### src/rtl/uart_pkg.sv
// rtl/uart_pkg.sv - shared UART constants, receiver state encoding and divisor helper
package uart_pkg;

  localparam int CLK_FREQ_DEF = 50_000_000;
  localparam int BAUD_DEF     = 115_200;

  typedef enum logic [2:0] {
    ST_IDLE  = 3'd0,
    ST_START = 3'd1,
    ST_DATA  = 3'd2,
    ST_STOP  = 3'd3,
    ST_BREAK = 3'd4
  } rx_state_t;

  // Single place where the bit period is derived so TX and RX cannot diverge.
  function automatic int clks_per_bit(input int clk_freq, input int baud);
    return clk_freq / baud;
  endfunction

endpackage

### src/rtl/uart_sync.sv
// rtl/uart_sync.sv - 2-FF synchronizer with asynchronous reset to a chosen level
module uart_sync #(
  parameter logic RST_VAL = 1'b1
) (
  input  logic clk,
  input  logic rst_n,
  input  logic d,
  output logic q
);

  logic meta;

  always_ff @(posedge clk or negedge rst_n) begin
    if (!rst_n) begin
      meta <= RST_VAL;
      q    <= RST_VAL;
    end else begin
      meta <= d;
      q    <= meta;
    end
  end

endmodule

### src/rtl/uart_rx.sv
// rtl/uart_rx.sv - 8N1 UART receiver with mid-bit sampling and break handling
module uart_rx
  import uart_pkg::*;
#(
  parameter int CLK_FREQ = CLK_FREQ_DEF,
  parameter int BAUD     = BAUD_DEF
) (
  input  logic       sys_clk,
  input  logic       rst_n,
  input  logic       rxd,
  output logic [7:0] rx_data,
  output logic       rx_valid,
  output logic       frame_err
);

  localparam int CLKS_PER_BIT = clks_per_bit(CLK_FREQ, BAUD);
  localparam int HALF_BIT     = CLKS_PER_BIT / 2;
  localparam int CNT_W        = $clog2(CLKS_PER_BIT);

  localparam logic [CNT_W-1:0] CNT_HALF = CNT_W'(HALF_BIT - 1);
  localparam logic [CNT_W-1:0] CNT_FULL = CNT_W'(CLKS_PER_BIT - 1);

  if (CLKS_PER_BIT < 8) begin : g_bad_rate
    $error("uart_rx: CLK_FREQ/BAUD must be at least 8");
  end

  logic             rxd_s;
  rx_state_t        state;
  logic [CNT_W-1:0] cnt;
  logic [2:0]       bit_idx;
  logic [7:0]       shreg;

  uart_sync #(.RST_VAL(1'b1)) u_sync (
    .clk   (sys_clk),
    .rst_n (rst_n),
    .d     (rxd),
    .q     (rxd_s)
  );

  always_ff @(posedge sys_clk or negedge rst_n) begin
    if (!rst_n) begin
      state     <= ST_IDLE;
      cnt       <= '0;
      bit_idx   <= '0;
      shreg     <= '0;
      rx_data   <= '0;
      rx_valid  <= 1'b0;
      frame_err <= 1'b0;
    end else begin
      rx_valid  <= 1'b0;
      frame_err <= 1'b0;
      case (state)
        ST_IDLE: begin
          if (!rxd_s) begin
            state <= ST_START;
            cnt   <= '0;
          end
        end
        ST_START: begin
          if (cnt == CNT_HALF) begin
            cnt <= '0;
            // A start bit that is high again at mid-bit was only a glitch.
            if (!rxd_s) begin
              state   <= ST_DATA;
              bit_idx <= '0;
            end else begin
              state <= ST_IDLE;
            end
          end else begin
            cnt <= cnt + 1'b1;
          end
        end
        ST_DATA: begin
          if (cnt == CNT_FULL) begin
            cnt   <= '0;
            shreg <= {rxd_s, shreg[7:1]};
            if (bit_idx == 3'd7) begin
              state <= ST_STOP;
            end else begin
              bit_idx <= bit_idx + 3'd1;
            end
          end else begin
            cnt <= cnt + 1'b1;
          end
        end
        ST_STOP: begin
          if (cnt == CNT_FULL) begin
            cnt <= '0;
            if (rxd_s) begin
              rx_data  <= shreg;
              rx_valid <= 1'b1;
              state    <= ST_IDLE;
            end else begin
              frame_err <= 1'b1;
              state     <= ST_BREAK;
            end
          end else begin
            cnt <= cnt + 1'b1;
          end
        end
        ST_BREAK: begin
          // Hold off until the line returns high so a stuck-low line is one error.
          if (rxd_s) begin
            state <= ST_IDLE;
          end
        end
        default: state <= ST_IDLE;
      endcase
    end
  end

endmodule

### config.mk
export PLATFORM = sky130hd
export DESIGN_NAME = uart_rx
export DESIGN_NICKNAME = d
export VERILOG_FILES = /design/src/rtl/uart_pkg.sv /design/src/rtl/uart_sync.sv /design/src/rtl/uart_rx.sv
export SDC_FILE = /design/constraint.sdc
export NUM_CORES = 1
export LEC_CHECK = 0
export ABC_AREA = 0
export CAP_MARGIN = 20
export CORE_MARGIN = 2
export CORE_UTILIZATION = 52
export DETAILED_ROUTE_END_ITERATION = 8
export PLACE_DENSITY = 0.75
export SETUP_SLACK_MARGIN = 0.15
export SYNTH_ARGS = -nofsm -noshare
export SYNTH_HDL_FRONTEND = slang
export SYNTH_HIERARCHICAL = 1
export SYNTH_SLANG_ARGS = --single-unit
### constraint.sdc
create_clock -name sys_clk -period 2.1 [get_ports sys_clk]
set_input_delay 0.21 -clock sys_clk [delete_from_list [all_inputs] [get_ports sys_clk]]
set_output_delay 0.21 -clock sys_clk [all_outputs]
set_load 0.05 [all_outputs]
# Yosys cells after proc, flatten, opt, wreduce, memory -nomap -nowiden
# Cells that the tools add are included.
# word_totals
ramBits,0
romBits,0
out_inout_bits,10
regBits,35
latch_bits,0
mem_count,0
in_bits,3
# op_classes
n_eq_ne,15
multipliers,0
muxes,24
div_mod_pow,0
bitwise,0
reduce_logical,9
shifts,0
add_sub_neg,2
magnitude_cmp,0
# op_table
op,n
two-way mux 3 bit,11
two-way mux 9 bit,3
case mux 9 bit (3 select lines),1
case mux 3 bit (5 select lines),1
!= test 2 bit (second input constant),7
adder 9 x 1 -> 9 bit (second input constant),1
equality test 9 x 8 -> 1 bit (second input constant),1
equality test 9 bit (second input constant),1
equality test 3 x 2 -> 1 bit (second input constant),2
equality test 3 bit (second input constant),2
two-way mux 1 bit,6
case mux 3 bit (2 select lines),1
AND reduction 6 bit,1
AND reduction 5 bit,1
AND reduction 2 bit,2
adder 3 x 1 -> 3 bit (second input constant),1
equality test 3 x 1 -> 1 bit (second input constant),1
zero test 3 bit,1
AND reduction 3 bit,1
nonzero test 3 bit,1
two-way mux 2 bit,1
!= test 2 x 1 -> 1 bit (second input constant),1
nonzero test 2 bit,1
OR reduction 2 bit,1

# Depth between registers and ports, before layout
# logic_depth
ltp_word,4
mapped_depth,8
ltp_nobuf,6

# Cells and area by module
# The synthesis kept the hierarchy.
# by_module_without_submodules
module,cells_each,instances,area_each_um2
uart_rx,159,1,1710.4
uart_sync,2,1,52.6

# Least setup slack after synthesis
# OpenSTA, ideal clock, no wires.
# synth_timing
path_type,register to register
startpoint,register cnt[1]
endpoint,register shreg[0]
period_less_slack_ns,2.125
stages_incl_launch_ff,9
setup_slack_ns,-0.025
arrival_ns,2.000
n_path_buf,2
setup_ns,0.125
path_cell_list,dfrtp_1 inv_1 ha_1 nand2_1 or4_1 buf_2 or3_1 buf_6 mux2_4
# synth_between
elab_chain_len,2
# synth_rtl
item,line_no,text
start: declaration,uart_rx.sv:29,logic [CNT_W-1:0] cnt;
start signal: assignment,uart_rx.sv:70,cnt <= cnt + 1'b1;
start signal: assignment,uart_rx.sv:83,cnt <= cnt + 1'b1;
start signal: assignment,uart_rx.sv:98,cnt <= cnt + 1'b1;
equality test 9 bit,uart_rx.sv:74,if (cnt == CNT_FULL) begin
AND reduction 2 bit (no source line),n/a,
end signal: assignment,uart_rx.sv:76,"shreg <= {rxd_s, shreg[7:1]};"
end: declaration,uart_rx.sv:31,logic [7:0] shreg;
# Every way passes these cells.
# A chain may end at the register's enable or synchronous reset.

# Final worst setup path
# layout_timing
startpoint,register cnt[1]
endpoint,register shreg[7]
# Same word-level chain as after synthesis.

==> results.txt <==
----------------------------------------------------
[Yosys]
  Complex-gate fraction of the synthesized area ... 12.21%
  Synth Area in Simple Gates ... 18.31%
  Total standard cell area after synthesis ... 1763 um2
  Mean cell area of the mapped netlist ... 10.95 um2
  Synth warnings ... 6
  Main combinational cell family by area after synthesis ... simple AND/OR/NAND/NOR gates
  Seq/Total Area, Yosys ... 49.82%
  Register bit total from synthesis ... 35
  Net count after synthesis ... 169
  Netlist cell types ... 42
  Gate count after technology mapping ... 161
  Multiplexer fraction of the synthesized cell area ... 11.92%
  Xor-xnor portion of the synthesized cell area ... 0.4968%
  Fraction of the mapped netlist area in adder cells ... 3.549%

[STA]
  Worst-margin pin slew ... 0.5101 ns
  Final Cycle Share ... 96.13%
  Tightest hold margin ... 0.2683 ns
  Clock tree skew after final layout ... 0.01093 ns
  Period minus WS final ... 2.019 ns
  Headroom to the max-slew limit ... 65.89%
  Endpoints failing setup ... 0
  Achievable clock frequency ... 0.4954 GHz
  Number of hold violations in the final report ... 0
  Total negative slack ... 0 ns
  Setup repair after global routing missed its margin ... yes
  Count of final max-slew check failures ... 0

[Power and ir drop]
  Worst IR drop on VDD ... 0.3572 mV
  Total leakage power ... 0.0009846 uW
  Power per Cell Area ... 548.4 nW/um2

[Detailed routing]
  Count of antenna-violating nets left after detailed routing ... 0
  Count of routing violations after the opening detailed-route iteration ... 58
  Vias per cell ... 5.721
  First-pass iteration count of the detailed router ... 4
  Remaining DRCs ... 0
  Total wire length after detailed routing ... 3425 um
  Wire length per cell after detailed routing ... 14.70 um
  Via Count ... 1333

[CTS]
  Clock tree from TritonCTS ... done
  Library cell used as clock root buffer ... sky130_fd_sc_hd__clkbuf_4
  Clock Sink Count ... 35
  H-tree depth ... 2
  Number of buffers inserted by hold repair at cts ... 0
  CTS max path bufs ... 2
  Reg clk slew, reported paths ... 0.10 ns
  Clock Latency Late Sink ... 0.33 ns
  Total clock buffers created by CTS ... 5

[Final layout]
  Total of fill cells in the finished design ... 257
  Number of nets in the final layout ... 194
  Synth-to-Final Area Change ... 20.87%
  Layout cells sized above 1 ... 26.20%
  Antenna diode count ... 0

[Setup path]
  Kind of end point of the critical path ... flip-flop
  Worst endpoint required time ... 2.33 ns
  Worst Path Class, Setup ... flip-flop to flip-flop
  Highest net fanout along the worst path ... 8
  Critical path arrival ... 2.24 ns
  Type of element launching the critical path ... flip-flop

[Global routing]
  Global-route wire length before repair ... 6334 um
  Overall overflow remaining after global route ... 0
  Largest net degree at the start of global routing ... 36
  Vias in the first global route ... 1340
  Initial antenna violation count ... 0
  Overall Global Routing Usage ... 20.56%

[Place]
  Weighted congestion at the end of routability-driven global placement ... 0.8770
  Total half-perimeter wirelength after legalization and detailed placement ... 2454 um
  Number of buffer cells added on primary ports ... 12

[Min path]
  Class of the tightest hold or removal check ... primary input to asynchronous set/reset pin

[Floorplanning]
  Die boundary width ... 62.23 um
  Core area ... 3284 um2
  Boundary pin count ... 13
  Floorplan die area ... 3872 um2
  Number of standard-cell rows in the floorplan ... 21
  Starting utilization of the core area ... 53.68%
  Height of the die ... 62.23 um

[Job]
  Reported max-cap violation count ... 0

[Outcome]
  Run status ... finished, final reports clean

----------------------------------------------------
## final cells by class
cell class	instances	area, um2	share of cell area [%]
Multi-Input combinational cell	114	858.3	40.28
Timing Repair Buffer	26	245.2	11.51
Sequential cell	35	879.6	41.28
Tap cell	46	57.56	2.701
Clock buffer	7	45.04	2.114
Inverter	4	15.01	0.7046
Clock inverter	1	30.03	1.409
## cells in the final DEF (no fill, tap or decap), drive strengths merged, types with 2 or more instances in the layout
master	instances
dfrtp	33
nand2	16
mux2	16
buf	14
nor2	13
clkdlybuf4s50	12
a21oi	7
clkbuf	7
nor3	6
o21ai	6
and3	6
and2	5
ha	5
inv	4
nor2b	3
nand3	3
o211ai	3
nand4b	2
nand2b	2
a221o	2
dfstp	2
or4	2
nor4b	2
## path summary, 6_finish.rpt
path	start	end	slack [ns]	cells after the start
max reg2reg	cnt[1]	shreg[7]	0.08	7
min in group sys_clk	rxd	u_sync/meta	0.27	1
max in group asynchronous	rst_n	cnt[0]	1.48	2
min reg2reg	u_sync/meta	u_sync/q	0.36	0
min	rst_n	rx_data[7]	0.27	2
max	cnt[1]	shreg[7]	0.08	7
## logic make-up (layout without fill, tap and decap cells)
family | Yosys count | in the layout
compound gates | 30 | 30
xor+xnor | 1 | 1
fa+ha+maj | 5 | 5
buf+inv | 12 | 38
flops | 35 | 35
mux | 16 | 16
simple gates | 62 | 62
## per-stage QoR
| step | util (%) | cell area (um2) | cells | setup WS, ns | power (uW) |
|---|---|---|---|---|---|
| global route | 64.88 | 2131 | 233 | 0.03375 | 1221 |
| global placement | 60.88 | 1999 | 222 | 0.06249 | 714.3 |
| CTS | 64.00 | 2102 | 232 | 0.07842 | 1181 |
| detailed placement | 60.88 | 1999 | 222 | 0.01122 | 715.1 |
| finish | 64.88 | 2131 | 233 | 0.08125 | 1168 |
| floorplan | - | 1777 | 161 | 0.008109 | 696.0 |
## synth_stat cells
library cell	n	area share [%]
sky130_fd_sc_hd__a32o_1	1	0.57
sky130_fd_sc_hd__a21o_1	1	0.43
sky130_fd_sc_hd__xnor2_1	1	0.50
sky130_fd_sc_hd__a211o_1	1	0.50
sky130_fd_sc_hd__nand3_1	3	0.85
sky130_fd_sc_hd__nor3_1	6	1.7
sky130_fd_sc_hd__nor2_1	12	2.6
sky130_fd_sc_hd__o22ai_1	1	0.36
sky130_fd_sc_hd__and2b_1	1	0.43
sky130_fd_sc_hd__o211ai_1	3	1.3
sky130_fd_sc_hd__nand4b_1	2	0.99
sky130_fd_sc_hd__a21oi_1	7	2.0
sky130_fd_sc_hd__a211oi_1	1	0.43
sky130_fd_sc_hd__buf_6	2	1.3
sky130_fd_sc_hd__a311o_1	1	0.57
sky130_fd_sc_hd__ha_1	5	3.5
sky130_fd_sc_hd__mux2_2	8	5.1
sky130_fd_sc_hd__buf_4	1	0.43
sky130_fd_sc_hd__dfstp_2	2	3.0
sky130_fd_sc_hd__nand2_1	16	3.4
sky130_fd_sc_hd__a2111o_1	1	0.64
sky130_fd_sc_hd__a311oi_1	1	0.50
sky130_fd_sc_hd__and3_2	2	0.85
sky130_fd_sc_hd__o31a_1	1	0.50
sky130_fd_sc_hd__or4_1	2	0.85
sky130_fd_sc_hd__mux2_4	8	6.8
sky130_fd_sc_hd__and3_1	4	1.4
sky130_fd_sc_hd__nand2b_1	2	0.71
sky130_fd_sc_hd__inv_1	4	0.85
sky130_fd_sc_hd__o21ai_0	6	1.7
sky130_fd_sc_hd__dfrtp_1	33	47
sky130_fd_sc_hd__nor2_2	1	0.36
sky130_fd_sc_hd__or3_1	1	0.36
sky130_fd_sc_hd__and2_1	5	1.8
sky130_fd_sc_hd__buf_2	1	0.28
sky130_fd_sc_hd__o41a_1	1	0.64
sky130_fd_sc_hd__nor4b_1	2	0.99
sky130_fd_sc_hd__a22o_1	1	0.50
sky130_fd_sc_hd__a221o_1	2	1.1
sky130_fd_sc_hd__clkbuf_1	4	0.85
sky130_fd_sc_hd__a41oi_1	1	0.50
sky130_fd_sc_hd__nor2b_1	3	1.1
## critical path, cell delays in order (launching register included)
cell,delay [ns]
sky130_fd_sc_hd__dfrtp_1,0.40
sky130_fd_sc_hd__inv_2,0.08
sky130_fd_sc_hd__ha_4,0.13
sky130_fd_sc_hd__nand2_2,0.04
sky130_fd_sc_hd__or4_4,0.48
sky130_fd_sc_hd__or3_4,0.34
sky130_fd_sc_hd__buf_8,0.15
sky130_fd_sc_hd__mux2_4,0.30
## power by group
part | total (uW) | switching [uW] | internal, uW
Sequential | 680 | 2.85 | 677
Combinational | 20.9 | 14.4 | 6.42
Clock | 468 | 215 | 253
Total | 1170 | 232 | 936
## state kept, by name, indices dropped and copies added (netlist names)
| register | flops |
|---|---|
| rx_valid | 1 |
| state | 3 |
| frame_err | 1 |
| rx_data | 8 |
| bit_idx | 3 |
| u_sync/q | 1 |
| u_sync/meta | 1 |
| shreg | 8 |
| cnt | 9 |
## repair_timing
| action | in CTS | in global routing |
|---|---|---|
| setup buffers | 2 | 1 |
| setup endpoints to repair | 16 | 28 |
| resized for setup | 3 | 5 |
## routing by layer
layer	part of all wire (%)	up-vias	global-route usage [%]
met5	0	-	0
met4	1.6	0	5.833
met3	3.8	8	4.529
met2	53	23	36.28
met1	42	670	25.45
li1	-	632	-
Note: power is estimated with default switching activity, not from simulation.
